[config.mk]
export PLATFORM = sky130hd
export DESIGN_NAME = dmem_arbiter
export DESIGN_NICKNAME = d
export VERILOG_FILES = /design/src/rtl/dmem_arbiter.sv
export SDC_FILE = /design/constraint.sdc
export NUM_CORES = 1
export LEC_CHECK = 0
export CAP_MARGIN = 25
export CORE_AREA = 8 8 222 224
export CTS_CLUSTER_DIAMETER = 150
export CTS_CLUSTER_SIZE = 24
export DETAILED_ROUTE_END_ITERATION = 7
export DIE_AREA = 0 0 230 232
export PLACE_DENSITY = 0.65
export SLEW_MARGIN = 25
export SYNTH_ARGS = -nofsm -noshare
export SYNTH_HDL_FRONTEND = slang
export SYNTH_SLANG_ARGS = --single-unit
export TNS_END_PERCENT = 20
[constraint.sdc]
create_clock -name CLK -period 3.1 [get_ports CLK]
set_clock_uncertainty 0.15 [all_clocks]
set_input_delay 0.62 -clock CLK [delete_from_list [all_inputs] [get_ports CLK]]
set_output_delay 0.62 -clock CLK [all_outputs]
set_load 0.05 [all_outputs]
[src/rtl/dmem_arbiter.sv]
// -----------------------------------------------------------------------------
// dmem_arbiter
//
// Shares the single DataMemory port between the CPU load/store path (port C)
// and a debug / program-loader master (port D). Arbitration is round-robin
// with a bounded-burst fairness counter: while both ports are requesting, the
// current owner may keep the port for at most MAX_BURST consecutive accepts
// before the other port gets a turn.
//
// Commands to memory are registered (one cycle after accept). Read data is
// captured in the cycle the read strobe is high and returned one cycle later
// on the issuing port together with a one-cycle rvalid pulse.
//
// Optional feature: define DMEM_ARB_PERF_EN to add saturating 32-bit
// performance counters (perf_c_grants, perf_d_grants, perf_conflicts).
//
// Ports:
//   CLK, reset                  clock, synchronous active-high reset
//   c_valid/c_write/c_addr/c_wdata  CPU request; c_ready = accepted this cycle
//   c_rdata/c_rvalid            CPU load return
//   d_*                         same set for the debug port
//   MemoryRead/MemoryWrite      registered strobes to DataMemory
//   Address/WriteData           registered command address / store data
//   ReadData                    DataMemory data, valid while MemoryRead is high
//   perf_* (DMEM_ARB_PERF_EN)   accept and conflict counters
// -----------------------------------------------------------------------------
module dmem_arbiter #(
    parameter int ADDR_W    = 64,
    parameter int DATA_W    = 64,
    parameter int MAX_BURST = 4
) (
    input  logic              CLK,
    input  logic              reset,
    // CPU port
    input  logic              c_valid,
    input  logic              c_write,
    input  logic [ADDR_W-1:0] c_addr,
    input  logic [DATA_W-1:0] c_wdata,
    output logic              c_ready,
    output logic [DATA_W-1:0] c_rdata,
    output logic              c_rvalid,
    // Debug port
    input  logic              d_valid,
    input  logic              d_write,
    input  logic [ADDR_W-1:0] d_addr,
    input  logic [DATA_W-1:0] d_wdata,
    output logic              d_ready,
    output logic [DATA_W-1:0] d_rdata,
    output logic              d_rvalid,
    // DataMemory side
    output logic              MemoryRead,
    output logic              MemoryWrite,
    output logic [ADDR_W-1:0] Address,
    output logic [DATA_W-1:0] WriteData,
    input  logic [DATA_W-1:0] ReadData
`ifdef DMEM_ARB_PERF_EN
    ,
    output logic [31:0]       perf_c_grants,
    output logic [31:0]       perf_d_grants,
    output logic [31:0]       perf_conflicts
`endif
);

    typedef enum logic [1:0] {
        IDLE  = 2'd0,
        OWN_C = 2'd1,
        OWN_D = 2'd2
    } state_t;

    localparam logic [3:0] MAX_B = 4'(MAX_BURST);

    state_t      state_reg, state_next;
    logic [3:0]  burst_reg, burst_next;
    logic        rr_d_reg, rr_d_next;     // 1: round-robin pointer at port D

    logic        gnt_c, gnt_d;

    // Registered memory command
    logic              mem_rd_reg, mem_wr_reg;
    logic [ADDR_W-1:0] addr_reg;
    logic [DATA_W-1:0] wdata_reg;
    logic              tag_d_reg;          // issuing port of the command in flight

    // Read return
    logic              c_rvalid_reg, d_rvalid_reg;
    logic [DATA_W-1:0] c_rdata_reg, d_rdata_reg;

    // -------------------------------------------------------------------------
    // State register
    // -------------------------------------------------------------------------
    always_ff @(posedge CLK) begin
        if (reset) begin
            state_reg <= IDLE;
            burst_reg <= 4'd0;
            rr_d_reg  <= 1'b0;
        end else begin
            state_reg <= state_next;
            burst_reg <= burst_next;
            rr_d_reg  <= rr_d_next;
        end
    end

    // -------------------------------------------------------------------------
    // Grant. Gated by reset so a requester never sees an accept that the
    // reset would then discard.
    // -------------------------------------------------------------------------
    always_comb begin
        gnt_c = 1'b0;
        gnt_d = 1'b0;
        if (!reset) begin
            if (c_valid && !d_valid) begin
                gnt_c = 1'b1;
            end else if (d_valid && !c_valid) begin
                gnt_d = 1'b1;
            end else if (c_valid && d_valid) begin
                case (state_reg)
                    OWN_C: begin
                        if (burst_reg < MAX_B) gnt_c = 1'b1;
                        else                   gnt_d = 1'b1;
                    end
                    OWN_D: begin
                        if (burst_reg < MAX_B) gnt_d = 1'b1;
                        else                   gnt_c = 1'b1;
                    end
                    default: begin
                        if (rr_d_reg) gnt_d = 1'b1;
                        else          gnt_c = 1'b1;
                    end
                endcase
            end
        end
    end

    // -------------------------------------------------------------------------
    // Next-state logic. The burst counter only keeps growing while the same
    // owner wins against a requesting competitor; an uncontested accept or an
    // owner change restarts it at 1.
    // -------------------------------------------------------------------------
    always_comb begin
        state_next = state_reg;
        burst_next = burst_reg;
        rr_d_next  = rr_d_reg;
        if (gnt_c) begin
            state_next = OWN_C;
            rr_d_next  = 1'b1;
            if (state_reg != OWN_C || !d_valid) burst_next = 4'd1;
            else if (burst_reg < MAX_B)         burst_next = burst_reg + 4'd1;
        end else if (gnt_d) begin
            state_next = OWN_D;
            rr_d_next  = 1'b0;
            if (state_reg != OWN_D || !c_valid) burst_next = 4'd1;
            else if (burst_reg < MAX_B)         burst_next = burst_reg + 4'd1;
        end else begin
            state_next = IDLE;
            burst_next = 4'd0;
        end
    end

    // -------------------------------------------------------------------------
    // Outputs
    // -------------------------------------------------------------------------
    always_comb begin
        c_ready     = gnt_c;
        d_ready     = gnt_d;
        MemoryRead  = mem_rd_reg;
        MemoryWrite = mem_wr_reg;
        Address     = addr_reg;
        WriteData   = wdata_reg;
        c_rvalid    = c_rvalid_reg;
        d_rvalid    = d_rvalid_reg;
        c_rdata     = c_rdata_reg;
        d_rdata     = d_rdata_reg;
    end

    // -------------------------------------------------------------------------
    // Command register. Address/WriteData hold their last value between
    // commands; only the strobes are single-cycle.
    // -------------------------------------------------------------------------
    always_ff @(posedge CLK) begin
        if (reset) begin
            mem_rd_reg <= 1'b0;
            mem_wr_reg <= 1'b0;
            addr_reg   <= '0;
            wdata_reg  <= '0;
            tag_d_reg  <= 1'b0;
        end else begin
            mem_rd_reg <= (gnt_c && !c_write) || (gnt_d && !d_write);
            mem_wr_reg <= (gnt_c &&  c_write) || (gnt_d &&  d_write);
            if (gnt_c) begin
                addr_reg  <= c_addr;
                wdata_reg <= c_wdata;
                tag_d_reg <= 1'b0;
            end else if (gnt_d) begin
                addr_reg  <= d_addr;
                wdata_reg <= d_wdata;
                tag_d_reg <= 1'b1;
            end
        end
    end

    // -------------------------------------------------------------------------
    // Read return: ReadData is sampled while the read strobe is high and
    // steered to the issuing port.
    // -------------------------------------------------------------------------
    always_ff @(posedge CLK) begin
        if (reset) begin
            c_rvalid_reg <= 1'b0;
            d_rvalid_reg <= 1'b0;
            c_rdata_reg  <= '0;
            d_rdata_reg  <= '0;
        end else begin
            c_rvalid_reg <= mem_rd_reg && !tag_d_reg;
            d_rvalid_reg <= mem_rd_reg &&  tag_d_reg;
            if (mem_rd_reg && !tag_d_reg) c_rdata_reg <= ReadData;
            if (mem_rd_reg &&  tag_d_reg) d_rdata_reg <= ReadData;
        end
    end

`ifdef DMEM_ARB_PERF_EN
    // -------------------------------------------------------------------------
    // Saturating performance counters: [0] C accepts, [1] D accepts,
    // [2] cycles with both ports requesting.
    // -------------------------------------------------------------------------
    logic [2:0]       perf_inc;
    logic [2:0][31:0] perf_all;

    assign perf_inc = {c_valid && d_valid, gnt_d, gnt_c};

    generate
        for (genvar gi = 0; gi < 3; gi++) begin : g_perf
            logic [31:0] cnt_reg;
            always_ff @(posedge CLK) begin
                if (reset)
                    cnt_reg <= '0;
                else if (perf_inc[gi] && cnt_reg != 32'hFFFF_FFFF)
                    cnt_reg <= cnt_reg + 32'd1;
            end
            assign perf_all[gi] = cnt_reg;
        end
    endgenerate

    assign perf_c_grants  = perf_all[0];
    assign perf_d_grants  = perf_all[1];
    assign perf_conflicts = perf_all[2];
`endif

endmodule

==> impl_summary.log <==
[metrics] run status: complete, no violations
[metrics] vias in the first global route: 12.47k
[metrics] final critical path time including I/O delays and setup: 3.029 ns
[metrics] adder-cell share of the synthesized area: 0.3389%
[metrics] total DRC errors in the routed layout: 0
[metrics] overflow left after global routing: 0
[metrics] clock slew at the register clock pins of the worst setup and hold paths: 0.10 ns
[metrics] kind of end point of the critical path: primary output
[metrics] leading cell type in the layout, fill and taps excluded: sky130_fd_sc_hd__clkdlybuf4s50_1
[metrics] delay of the slowest cell on the worst path: 0.58 ns
[metrics] Syn. warnings: 0
[metrics] cell with the largest stage delay on the worst path: sky130_fd_sc_hd__or4_4
[metrics] clock buffer depth: 3
[metrics] leakage power of the design: 6.508 nW
[metrics] number of antenna-violating nets in the routed design: 0
[metrics] clk sinks: 268
[metrics] top-area cell type share of the netlist area: 48.44%
[metrics] count of input and output buffers: 587
[metrics] arrival time at the worst endpoint: 2.26 ns
[metrics] Initial Utilization: 24.15%
[metrics] number of hold violations in the final report: 0
[metrics] Total Negative Setup Slacks: 0 ns
[metrics] area of the die: 0.05336 sq mm
[metrics] # setup viols final: 0
[metrics] maximum achievable frequency: 330.1 MHz
[metrics] routed len/inst: 22.39 um
[metrics] largest net degree at the start of global routing: 124
[metrics] data required time of the worst path: 2.33 ns
[metrics] number of detailed-routing iterations run before antenna repair: 5
[metrics] number of storage elements in the synthesis netlist: 268
[metrics] average instance area after synthesis: 8.103 sq um
[metrics] worst slew margin relative to its limit: 50.57%
[metrics] power per cell area: 492.6 mW/mm^2
[metrics] total nets after synthesis: 1696
[metrics] distinct cell type count after synthesis: 41
[metrics] # IOs: 588
[metrics] worst skew pair latency: 0.52 ns
[metrics] share of the synthesized netlist area taken by xor and xnor gates: 0.07907%
[metrics] chip width: 230 um
[metrics] # Max-Cap Violations: 0
[metrics] unrepaired setup endpoints after global routing: yes
[metrics] Post-CTS Setup Bufs: 0
[metrics] Util after Layout: 39.52%
[metrics] total number of vias: 12.60k
[metrics] Post-Layout Cell Count: 2492
[metrics] number of clock buffers inserted by TritonCTS: 15
[metrics] proportion of layout cells with a drive suffix above 1: 4.553%
[metrics] first-pass GRT wire length: 80830 um
[metrics] Max Fanout on Critical Path: 5
[metrics] cts-stage hold buffer count: 0
[metrics] worst path cell trace: inv_1, ha_2, or4_4, o311a_4, nor2_4, nor2_2, buf_12
[metrics] register-to-register setup slack: 0.61 ns
[metrics] period utilization: 97.73%
[metrics] antenna violations before repair: 28
[metrics] count of buffering cells on the critical path with inverters included: 2
[metrics] iteration-0 DRC count of the detailed router: 852
[metrics] largest family of logic cells by synthesized area: compound AO/OA/AOI/OAI gates
[metrics] clock tree from TritonCTS: yes
[metrics] combined area of all synthesized cells: 0.01108 sq mm
[metrics] Detailed Place HPWL: 40920 um
[metrics] multiplexer fraction of the synthesized cell area: 0.1920%
[metrics] Post-synth ARST share: 0%
[metrics] cell accounting for the most synthesized area: sky130_fd_sc_hd__dfxtp_1
[metrics] cell chosen for the clock root: sky130_fd_sc_hd__clkbuf_16
[metrics] worst slack at placement: 0.1065 ns
[metrics] Post-synth EDFFs: 0
[metrics] weighted congestion at the end of routability-driven global placement: 0.8624
[metrics] pin slew with the least headroom to its limit: 0.7414 ns
[metrics] total track usage: 19.35%
[metrics] synthesized instance count: 1367
[metrics] class of the most critical hold timing path: reg -> reg
[metrics] simple-gate portion of the synthesized area: 14.79%
[metrics] aggregate routed wire length: 55790 um
[metrics] H-tree depth reported by CTS: 1
[metrics] CP Launch Type: flop
[metrics] cell count after placement: 2457
[metrics] type of the worst setup path: reg -> out
[metrics] Chip Height: 232 um
[metrics] number of vias per cell: 5.056
[metrics] commonest non-fill, non-tap cells in the layout: 584 x sky130_fd_sc_hd__clkdlybuf4s50_1, 373 x sky130_fd_sc_hd__nand2_1, 266 x sky130_fd_sc_hd__dfxtp_1
[metrics] Core Area: 0.04586 sq mm
[metrics] overall power after layout: 8.929 mW
[metrics] Post-synth top flop: sky130_fd_sc_hd__dfxtp_1
[metrics] area fraction in compound gates after synthesis: 30.32%
[metrics] cell types occupying the most area after synthesis: sky130_fd_sc_hd__dfxtp_1 48%, sky130_fd_sc_hd__nand2_1 13%, sky130_fd_sc_hd__a22o_1 8.9%
[metrics] area delta synth->final: 63.65%
[metrics] Max VDD drop: 0.6240 mV
[metrics] fin worst setup slack: 0.07052 ns
[metrics] Final Max Slew Viols: 0
[metrics] number of core rows: 79
[metrics] sequential area share after synthesis: 48.44%
[metrics] net total in the final layout: 2196
[metrics] Top delay family on crit path: simple AND/OR/NAND/NOR gates
-- synthesized netlist by cell type (all sizes together) (2+ instances only) --
cell type  number
nand2         374
dfxtp         268
a21oi         147
o21ai         131
a22o          113
o22ai         113
clkbuf         96
buf            47
nand3          16
a311oi         15
nor2            8
nor2b           4
nor3            4
ha              3
inv             3
nand2b          3
o211ai          2
or2             2
-- worst reg2reg max path, cell delays in order, from the launching register on --
cell and delay, ns:
sky130_fd_sc_hd__dfxtp_2 0.37, sky130_fd_sc_hd__inv_1 0.05, sky130_fd_sc_hd__ha_2 0.21, sky130_fd_sc_hd__or4_4 0.58, sky130_fd_sc_hd__o311a_4 0.17, sky130_fd_sc_hd__buf_12 0.20, sky130_fd_sc_hd__o22ai_1 0.54, sky130_fd_sc_hd__a22o_1 0.17
-- final timing paths --
kind,endpoint,startpoint,cells after the start
worst max-delay path,c_ready,state_reg[1]$_SDFF_PP0_,7
worst min-delay path,d_rdata[58]$_SDFFE_PP0P_,d_rdata[58]$_SDFFE_PP0P_,2
worst max register to register,Address[0]$_SDFFE_PP0P_,state_reg[1]$_SDFF_PP0_,7
worst min register to register,d_rdata[58]$_SDFFE_PP0P_,d_rdata[58]$_SDFFE_PP0P_,2
-- report_power, final --
group	internal (mW)	switching, mW	total, mW	leakage [nW]
Sequential	3.69	0.144	3.83	2.20
Combinational	1.18	1.78	2.96	4.11
Clock	0.900	1.24	2.14	0.199
-- cells by family (layout without fill, tap and decap cells) --
| kind of cell | after synthesis | after routing |
|---|---|---|
| adder cells (fa/ha/maj) | 3 | 3 |
| XOR/XNOR | 1 | 1 |
| AND/OR/NAND/NOR | 416 | 416 |
| AO/OA/AOI/OAI | 531 | 531 |
| buffers and inverters | 146 | 646 |
| flip-flops | 268 | 268 |
| multiplexers | 2 | 2 |
| other | 0 | 18 |
-- area by class of cell --
cell class / count / area [sq um]
inverters: 3 / 11.26
well taps: 607 / 759.5
fillers: 4630 / 27740
clock inverters: 2 / 28.78
diodes: 18 / 45.04
repair buffers: 626 / 6377
flip-flops and latches: 268 / 5368
clock buffers: 15 / 375.4
multi-input cells: 953 / 5162
-- per-layer routing --
metal	up-vias	GRT usage, %	wire length [um]
met1	5990	21.29	20380
met4	8	8.949	2235
met5	-	0	61
met2	666	32.22	26770
li1	5844	-	-
met3	91	8.136	6340
-- timing repair --
| item | in CTS | in global routing |
|---|---|---|
| setup endpoints to repair | 2 | 1 |
| resized for setup | 8 | 0 |
| pin swaps | 2 | 2 |
-- stage by stage --
step                instance area (sq um)  hold slack [ns]
floorplan                           11080           0.3162
global placement                    17650           0.2911
detailed placement                  17650           0.2965
CTS                                 18080           0.3091
global route                        18120           0.3253
finish                              18130           0.3062
Power figures use the tool's default switching activity.
